`config.mk`:
```
export PLATFORM = sky130hd
export DESIGN_NAME = frame_scaler_pipe
export DESIGN_NICKNAME = d
export VERILOG_FILES = /design/src/rtl/frame_scaler_pipe.sv
export SDC_FILE = /design/constraint.sdc
export NUM_CORES = 1
export LEC_CHECK = 0
export ABC_AREA = 1
export CAP_MARGIN = 10
export CORE_ASPECT_RATIO = 1.5
export CORE_MARGIN = 2
export CORE_UTILIZATION = 39
export CTS_BUF_LIST = sky130_fd_sc_hd__clkbuf_8
export CTS_CLUSTER_DIAMETER = 30
export DETAILED_ROUTE_END_ITERATION = 10
export SLEW_MARGIN = 20
export SYNTH_ARGS = -nofsm -noshare
export SYNTH_HDL_FRONTEND = slang
export SYNTH_SLANG_ARGS = --single-unit
```
`constraint.sdc`:
```
create_clock -name clk -period 1.99 [get_ports clk]
set_input_delay 0.398 -clock clk [delete_from_list [all_inputs] [get_ports clk]]
set_output_delay 0.398 -clock clk [all_outputs]
set_load 0.05 [all_outputs]
```
`src/rtl/frame_scaler_pipe.sv`:
```
// Integer-factor upscaler: SRC frame buffer centred on a DST raster with border fill; coordinates in to colour out in RAM_LAT+1 pixel_ce cycles.
// No backpressure: every register, counter and delay stage advances only on pixel_ce and holds otherwise.
module frame_scaler_pipe #(
    parameter int SRC_W   = 320,
    parameter int SRC_H   = 240,
    parameter int SCALE   = 2,
    parameter int DST_W   = 800,
    parameter int DST_H   = 600,
    parameter int H_OFF   = (DST_W - SRC_W * SCALE) / 2,
    parameter int V_OFF   = (DST_H - SRC_H * SCALE) / 2,
    parameter int ADDR_W  = 17,
    parameter int RAM_LAT = 1
) (
    input  logic              clk,
    input  logic              reset_n,
    input  logic              pixel_ce,
    input  logic [9:0]        pixel_x,
    input  logic [9:0]        pixel_y,
    input  logic              hsync_in,
    input  logic              vsync_in,
    input  logic              de_in,
    input  logic [11:0]       border_rgb,
    output logic [ADDR_W-1:0] fb_read_addr,
    input  logic [11:0]       fb_read_data,
    output logic [3:0]        color_r,
    output logic [3:0]        color_g,
    output logic [3:0]        color_b,
    output logic              hsync_out,
    output logic              vsync_out,
    output logic              de_out
);

    localparam logic [10:0]       X_LO     = 11'(H_OFF);
    localparam logic [10:0]       X_HI     = 11'(H_OFF + SRC_W * SCALE);
    localparam logic [10:0]       Y_LO     = 11'(V_OFF);
    localparam logic [10:0]       Y_HI     = 11'(V_OFF + SRC_H * SCALE);
    localparam logic [9:0]        X_LAST   = 10'(DST_W - 1);
    localparam logic [1:0]        REP_MAX  = 2'(SCALE - 1);
    localparam logic [ADDR_W-1:0] ROW_STEP = ADDR_W'(SRC_W);
    localparam int                DL       = (RAM_LAT > 0) ? RAM_LAT : 1;

    if (64'(SRC_W) * 64'(SRC_H) > (64'd1 << ADDR_W)) begin : g_addr_w_too_small
        $error("frame_scaler_pipe: ADDR_W cannot address SRC_W*SRC_H pixels");
    end
    if (SCALE < 1 || SCALE > 4) begin : g_bad_scale
        $error("frame_scaler_pipe: SCALE must be 1..4");
    end
    if (RAM_LAT < 0 || RAM_LAT > 3) begin : g_bad_ram_lat
        $error("frame_scaler_pipe: RAM_LAT must be 0..3");
    end

    logic              x_in, y_in, win, line_end, frame_start;
    logic [1:0]        x_rep_q, x_rep_d, y_rep_q, y_rep_d;
    logic [ADDR_W-1:0] col_q, col_d, row_base_q, row_base_d;
    logic [3:0]        dly_q [DL];
    logic [3:0]        dly_d [DL];
    logic [3:0]        stage_in, stage_out;
    logic [11:0]       rgb_q, rgb_d;
    logic [2:0]        sync_q, sync_d;

    assign x_in        = ({1'b0, pixel_x} >= X_LO) && ({1'b0, pixel_x} < X_HI);
    assign y_in        = ({1'b0, pixel_y} >= Y_LO) && ({1'b0, pixel_y} < Y_HI);
    assign win         = x_in && y_in;
    assign line_end    = (pixel_x == X_LAST);
    assign frame_start = (pixel_x == 10'd0) && (pixel_y == 10'd0);

    assign fb_read_addr = win ? (row_base_q + col_q) : '0;

    // Column state also clears at line end so a window spanning the full raster width restarts each line.
    always_comb begin
        x_rep_d    = x_rep_q;
        col_d      = col_q;
        y_rep_d    = y_rep_q;
        row_base_d = row_base_q;
        if (pixel_ce) begin
            if (win && !line_end) begin
                if (x_rep_q == REP_MAX) begin
                    x_rep_d = 2'd0;
                    col_d   = col_q + ADDR_W'(1);
                end else begin
                    x_rep_d = x_rep_q + 2'd1;
                end
            end else begin
                x_rep_d = 2'd0;
                col_d   = '0;
            end
            if (frame_start) begin
                row_base_d = '0;
                y_rep_d    = 2'd0;
            end else if (line_end && y_in) begin
                if (y_rep_q == REP_MAX) begin
                    y_rep_d    = 2'd0;
                    row_base_d = row_base_q + ROW_STEP;
                end else begin
                    y_rep_d = y_rep_q + 2'd1;
                end
            end
        end
    end

    assign stage_in  = {win, hsync_in, vsync_in, de_in};
    assign stage_out = (RAM_LAT == 0) ? stage_in : dly_q[DL-1];

    always_comb begin
        dly_d = dly_q;
        if (pixel_ce) begin
            dly_d[0] = stage_in;
            for (int i = 1; i < DL; i++) begin
                dly_d[i] = dly_q[i-1];
            end
        end
    end

    // Border is taken at output time; only the window flag travels with the read latency.
    always_comb begin
        rgb_d  = rgb_q;
        sync_d = sync_q;
        if (pixel_ce) begin
            rgb_d  = stage_out[3] ? fb_read_data : border_rgb;
            sync_d = stage_out[2:0];
        end
    end

    always_ff @(posedge clk or negedge reset_n) begin
        if (!reset_n) begin
            x_rep_q    <= 2'd0;
            y_rep_q    <= 2'd0;
            col_q      <= '0;
            row_base_q <= '0;
            rgb_q      <= 12'd0;
            sync_q     <= 3'd0;
            for (int i = 0; i < DL; i++) begin
                dly_q[i] <= 4'd0;
            end
        end else begin
            x_rep_q    <= x_rep_d;
            y_rep_q    <= y_rep_d;
            col_q      <= col_d;
            row_base_q <= row_base_d;
            rgb_q      <= rgb_d;
            sync_q     <= sync_d;
            for (int i = 0; i < DL; i++) begin
                dly_q[i] <= dly_d[i];
            end
        end
    end

    assign {color_r, color_g, color_b}     = rgb_q;
    assign {hsync_out, vsync_out, de_out}  = sync_q;

endmodule

```
==> run metrics, run 1 <==
worst slack at placement=-0.4761 ns; global-route wire length before repair=16840 um; first drt pass iteration count=5; Die Wd=roughly 82 um; Final WS setup=-0.3844 ns; overall power=2503 uW; largest net degree at the start of global routing=52; critical-path maximum fanout=4; CP endpoint kind=output pin; power per cell area=436.8 nW/um^2; # DRC=0; Final nets=717; I/O pin cnt=82; initial antenna violation count=0; Max IR drop VDD=0.0005275 V; Worst R2R Start=row_base_q[7]; Tmin final=2.374 ns; startpoint types=flip-flop; clk_lat worst skew=0.32 ns; Longest Clk Path Bufs=2; CTS tree=done; PortBufs=81; Clock Skews=0.01035 ns; Final TNS setup=-2.712 ns; post-detail-place hpwl=~7300 um; violated checks=negative setup slack; Overflow after GRT=0; Area Overhead vs Synth=59.47%; result of the run=complete, but fails checks; Yosys cell types=30; net count after synthesis=581; worst path required time=1.59 ns; routed len/inst=13.36 um; post-synthesis area per instance=between 6 and 7 um^2; relative slew slack=61.75%; kind of critical path=reg2out; worst setup path start=row_base_q[9]; row cnt=42; Worst Hold Class=in2async; DR iter-0 viols=189; Sinks on Clock Net=51; H-tree depth=2; Synth Instances=519; Mapped Area=3593 um^2; Global Route Usage Sum=21.49%; Ys Warns=0; Seq/Total Area, Yosys=35.52%; Fmax=421.2 MHz; crit path DAT=just under 2 ns; final hold vios=0; Slew Viols, Final=0; Via Count=3844; static leakage=0.002742 uW; Layout Utilization=64.53%; diodes inserted=0; Slew @ Worst Pin=0.5731 ns; most frequent cells in the layout=nand2_1 (152), buf_4 (52), nor2_1 (51); CTS Hold Buffers Added=0; FF+latch count, synth=51; Worst-path clk slew=around 0.1 ns; post-layout instance area=~5700 um^2; number of global-route vias before repair=3807; Initial Util=40.46%; routed wire length=10230 um; global placement routability congestion=0.8540; Final ANT Viol Nets=0; placed cell areas=around 5000 um^2; via/cell ratio=5.018; Die ar.=10010 um^2; final setup fails=9; Max-cap violations=0; Clock Tree Root=clkbuf_8; Final period util=119.3%; Filler Cell Count=765; Chip Height=around 120 um; RSZ-0062 raised after global routing=yes; fraction of layout cells with a size suffix above 1=29.12%; Core ar.=between 8000 and 9000 um^2; Inserted Clock Buffers=5; commonest non-fill, non-tap cell in the layout=nand2_1
==> through the flow <==
stage,hold WS (ns),instances
finish,0.05637,766
global route,0.07260,766
CTS,0.05801,763
detailed placement,0.4120,746
global placement,0.4066,746
floorplan,0.1024,519
==> cell usage after synthesis, drive strengths merged <==
master | instances | area share, %
a21boi | 1 | 0.21
a21o | 1 | 0.21
a21oi | 14 | 1.9
a31oi | 1 | 0.17
buf | 12 | 3.0
clkbuf | 5 | 0.52
clkinv | 1 | 0.10
dfrtp | 51 | 36
ha | 12 | 4.2
inv | 52 | 5.4
nand2 | 166 | 18
nand3 | 25 | 4.2
nand3b | 1 | 0.21
nand4 | 35 | 6.1
nor2 | 79 | 8.7
nor3 | 2 | 0.28
o21ai | 34 | 5.0
o21bai | 2 | 0.42
xnor2 | 4 | 0.97
xor2 | 21 | 5.1
==> final timing paths <==
| check | end | slack [ns] | cells after the start |
|---|---|---|---|
| worst max-delay path | fb_read_addr[14] | -0.38 | 9 |
| worst min-delay path | rgb_q[4] | 0.06 | 2 |
| worst max register to register | row_base_q[14] | 0.38 | 9 |
| worst min register to register | dly_q[0] | 0.48 | 2 |
| max in group asynchronous | row_base_q[8] | 1.69 | 2 |
| min in group clk | col_q[14] | 0.45 | 3 |
==> registers in the layout, summed over array words and instances (netlist names) <==
register and flops:
col_q 17, dly_q 4, rgb_q 12, row_base_q 11, sync_q 3, x_rep_q 2, y_rep_q 2
==> cell families (layout without fill, tap and decap cells) <==
| kind of cell | count (synthesis) | in the layout | share of synthesized area (%) |
|---|---|---|---|
| AOI/OAI and AO/OA | 53 | 53 | 8.009 |
| and+or+nand+nor | 308 | 308 | 37.12 |
| DFF | 51 | 51 | 35.52 |
| xor gates and xnor gates | 25 | 25 | 6.093 |
| buffers and inverters | 70 | 207 | 9.087 |
| adders and majority gates | 12 | 12 | 4.178 |
==> metal layers <==
metal / routed length [um] / global-route usage (%) / vias up
met5: 0 / 0 / -
met4: 193 / 6.458 / 0
met3: 409 / 4.222 / 13
met2: 5770 / 40.63 / 80
met1: 3859 / 23.22 / 1810
li1: - / - / 1941
==> report_power, final <==
part / switching, uW / internal (uW)
sequential: 30.2 / 1090
combinational: 374 / 248
clock: 381 / 382
==> worst max-delay path: stages, from the launching register on <==
cell and delay (ns):
dfrtp_2 0.46, ha_4 0.33, buf_6 0.11, nand3_2 0.07, nand2_2 0.09, nand4_1 0.15, nand3_1 0.13, nand2_2 0.07
nor2_4 0.10, buf_12 0.14
==> final cells by class <==
type,instances,area [um^2],share of cell area [%]
clock buffer,5,68.82,1.201
clock inverter,3,47.55,0.8297
inverter,53,216.5,3.777
multi-input combinational,398,2424,42.29
sequential,51,1280,22.34
tap,110,137.6,2.402
timing repair buffer,145,1545,26.97
timing repair inverter,1,11.26,0.1965
==> what timing repair did <==
item	4_1_cts	5_1_grt
gates cloned	1	0
pin swaps	29	25
setup buffers	8	5
endpoints found under the setup margin	17	34
resized for setup	112	48
Note: power is estimated with default switching activity, not from simulation.
==> inputs of run 2 (changes only) <==
--- a/config.mk
+++ b/config.mk
@@ -5,7 +5,6 @@
 export SDC_FILE = /design/constraint.sdc
 export NUM_CORES = 1
 export LEC_CHECK = 0
-export ABC_AREA = 1
 export CAP_MARGIN = 10
 export CORE_ASPECT_RATIO = 1.5
 export CORE_MARGIN = 2
@@ -13,6 +12,7 @@
 export CTS_BUF_LIST = sky130_fd_sc_hd__clkbuf_8
 export CTS_CLUSTER_DIAMETER = 30
 export DETAILED_ROUTE_END_ITERATION = 10
+export PLACE_DENSITY = 0.65
 export SLEW_MARGIN = 20
 export SYNTH_ARGS = -nofsm -noshare
 export SYNTH_HDL_FRONTEND = slang
==> run metrics, run 2 <==
row cnt=41 (was 42); Biggest register=col_q (unchanged); global placement routability congestion=0.8741 (was 0.8540); EDFF count, synth=0 (unchanged); Final period util=125.6% (was 119.3%); Mapped Area=3354 um^2 (was 3593 um^2); violated checks=negative setup slack (unchanged); area fraction in compound gates after synthesis=20.37% (was 8.008%); routed len/inst=15.61 um (was 13.36 um); Seq/Total Area, Yosys=38.05% (was 35.52%); Die ar.=9374 um^2 (was 10010 um^2); # DRC=0 (unchanged); synth cell count leaders=dfrtp_1 (51), nor2_1 (39), nand3_1 (19), o21ai_0 (19) (was nand2_1 (164), nor2_1 (74), dfrtp_1 (51), inv_1 (51), nand4_1 (35)); Filler Cell Count=656 (was 765); largest net degree at the start of global routing=53 (was 52); FF+latch count, synth=51 (unchanged); Chip Height=117.6 um (was 121.6 um); initial antenna violation count=0 (unchanged); Final ANT Viol Nets=0 (unchanged); Via Count=3521 (was 3844); Final WS setup=-0.5097 ns (was -0.3844 ns); Synth Flop Type=dfrtp_1 (unchanged); relative slew slack=58.33% (was 61.75%); Max-cap violations=0 (unchanged); fraction of layout cells with a size suffix above 1=39.89% (was 29.12%); Final TNS setup=-5.416 ns (was -2.712 ns); Regs by FF count=col_q: 17 flops, rgb_q: 12 flops, row_base_q: 11 flops (unchanged); worst slack at placement=-0.8264 ns (was -0.4761 ns); Core ar.=8362 um^2 (was 8881 um^2); overall power=2504 uW (was 2503 uW); xor and xnor area share after synthesis=1.828% (was 6.093%); clk_lat worst skew=0.32 ns (about the same); share of the synthesized area in the top cell type=38.05% (was 35.52%); count leader, synth=dfrtp_1 (was nand2_1); Final nets=590 (was 717); cell taking the most area after synthesis=dfrtp_1 (unchanged); Tmin final=2.500 ns (was 2.374 ns); CTS tree=done (unchanged); routed wire length=9925 um (was 10230 um); Initial Util=40.12% (was 40.46%); Largest register FFs=17 (unchanged); Slew Viols, Final=0 (unchanged); most area-consuming cells after synthesis=dfrtp_1 (38%), mux2i_1 (5.4%), ha_1 (4.5%), nor2_1 (4.4%), mux2_2 (3.4%) (was dfrtp_1 (36%), nand2_1 (17%), nor2_1 (7.7%), nand4_1 (6.1%), inv_1 (5.3%)); Synth Area in Adders=4.476% (was 4.178%); Worst Hold Class=in2async (unchanged); most frequent cells in the layout=buf_4 (69), dfrtp_1 (45), clkdlybuf4s50_1 (43), nor2_1 (27), buf_12 (19) (was nand2_1 (152), buf_4 (52), nor2_1 (51)); final setup fails=17 (was 9); H-tree depth=2 (unchanged); combinational family with the most area after synthesis=simple AND/OR/NAND/NOR gates (unchanged); result of the run=complete, but fails checks (unchanged); global-route wire length before repair=16950 um (was 16840 um); Longest Clk Path Bufs=2 (unchanged); via/cell ratio=5.536 (was 5.018); Global Route Usage Sum=22.38% (was 21.49%); startpoint types=flip-flop (unchanged); crit path DAT=2.10 ns (was 1.98 ns); post-detail-place hpwl=7594 um (was 7349 um); Slew @ Worst Pin=0.6250 ns (was 0.5731 ns); power per cell area=437.3 nW/um^2 (was 436.8 nW/um^2); Yosys cell types=53 (was 30); commonest non-fill, non-tap cell in the layout=buf_4 (was nand2_1); post-synthesis simple-gate area fraction=22.31% (was 37.12%); diodes inserted=0 (unchanged); Sinks on Clock Net=51 (unchanged); multiplexer share of the synthesized area=8.728% (was 0%); Inserted Clock Buffers=5 (unchanged); first drt pass iteration count=5 (unchanged); Worst-path clk slew=0.11 ns (was 0.10 ns); Max IR drop VDD=0.0004759 V (was 0.0005275 V); worst path required time=1.59 ns (about the same); static leakage=0.002337 uW (was 0.002742 uW); I/O pin cnt=82 (unchanged); Ys Warns=0 (unchanged); critical-path maximum fanout=3 (was 4); net count after synthesis=436 (was 581); final hold vios=0 (unchanged); Synth Instances=374 (was 519); number of global-route vias before repair=3655 (was 3807); Overflow after GRT=0 (unchanged); Die Wd=79.73 um (was 82.38 um); CP endpoint kind=output pin (unchanged); Hold WS=0.4280 ns (was 0.05637 ns); RSZ-0062 raised after global routing=yes (unchanged); Area Overhead vs Synth=70.72% (was 59.47%); post-synthesis area per instance=8.969 um^2 (was 6.924 um^2); Clock Tree Root=clkbuf_8 (unchanged); Clock Skews=0.008481 ns (was 0.01035 ns); Async SR Flop Fraction=100.0% (unchanged); Fmax=400.0 MHz (was 421.2 MHz); DR iter-0 viols=152 (was 189); kind of critical path=reg2out (unchanged); PortBufs=81 (unchanged); worst reg-to-reg path cell count=7 (was 9)
==> run 2: metrics by stage <==
stage	utilization [%]	area, um^2	std cells
after floorplan	-	3765	374
after global placement	63.64	5321	620
after detailed placement	63.64	5321	620
after CTS	67.14	5614	634
after global routing	68.49	5727	636
final	68.49	5727	636
==> run 2: where the power goes <==
group | internal, uW | leakage (uW) | total, uW | switching [uW]
Combinational | 323 | 0.00165 | 715 | 392
Clock | 262 | 0.0000502 | 658 | 397
Sequential | 1090 | 0.000638 | 1130 | 44.0
==> run 2: repair_timing <==
action / 4_1_cts / 5_1_grt
cloned: 1 / 0
buffers inserted: 4 / 3
resized for setup: 82 / 24
hold buffers: 1 / 0
pin swaps: 32 / 20
endpoints found under the hold margin: 3 / 0
setup endpoints to repair: 48 / 29
==> run 2: kinds of logic (layout without fill, tap and decap cells) <==
| kind of cell | Yosys count | after routing |
|---|---|---|
| AND/OR/NAND/NOR | 145 | 145 |
| AO/OA/AOI/OAI | 98 | 98 |
| buffers and inverters | 33 | 188 |
| adder cells (fa/ha/maj) | 12 | 12 |
| multiplexers | 28 | 28 |
| XOR/XNOR | 7 | 7 |
| flip-flops | 51 | 51 |
==> run 2: worst paths after layout <==
path                          startpoint          endpoint  slack (ns)
setup / recovery               col_q[13]  fb_read_addr[16]       -0.51
hold / removal                   reset_n     row_base_q[6]        0.43
setup reg to reg           row_base_q[6]    row_base_q[12]        0.17
hold reg to reg                 dly_q[0]          dly_q[0]        0.52
max in group asynchronous        reset_n          col_q[8]        0.92
min in group clk                dly_q[0]          dly_q[0]        0.52
==> run 2: final cells by class <==
class                   instances  area (um^2)  share of cell area (%)
clock buffers                   5        68.82                   1.202
multi-input cells             290         2480                   43.30
clock inverters                 3        28.78                  0.5025
repair buffers                167         1683                   29.39
well taps                     107        133.9                   2.338
inverters                      13        48.80                  0.8521
flip-flops and latches         51         1284                   22.42
==> run 2: critical path, stage by stage, from the launching register on <==
cell and delay [ns]:
dfrtp_1 0.43, ha_1 0.34, a21o_1 0.22, a21oi_2 0.18, o21ba_2 0.17, o31ai_4 0.08
mux2i_4 0.20, buf_12 0.16
==> run 2: per-layer routing <==
metal	wire, um	up-vias	GRT usage (%)
li1	-	1711	-
met1	3688	1665	25.90
met5	0	-	0
met4	353	0	9.483
met2	5343	121	40.02
met3	540	24	3.221
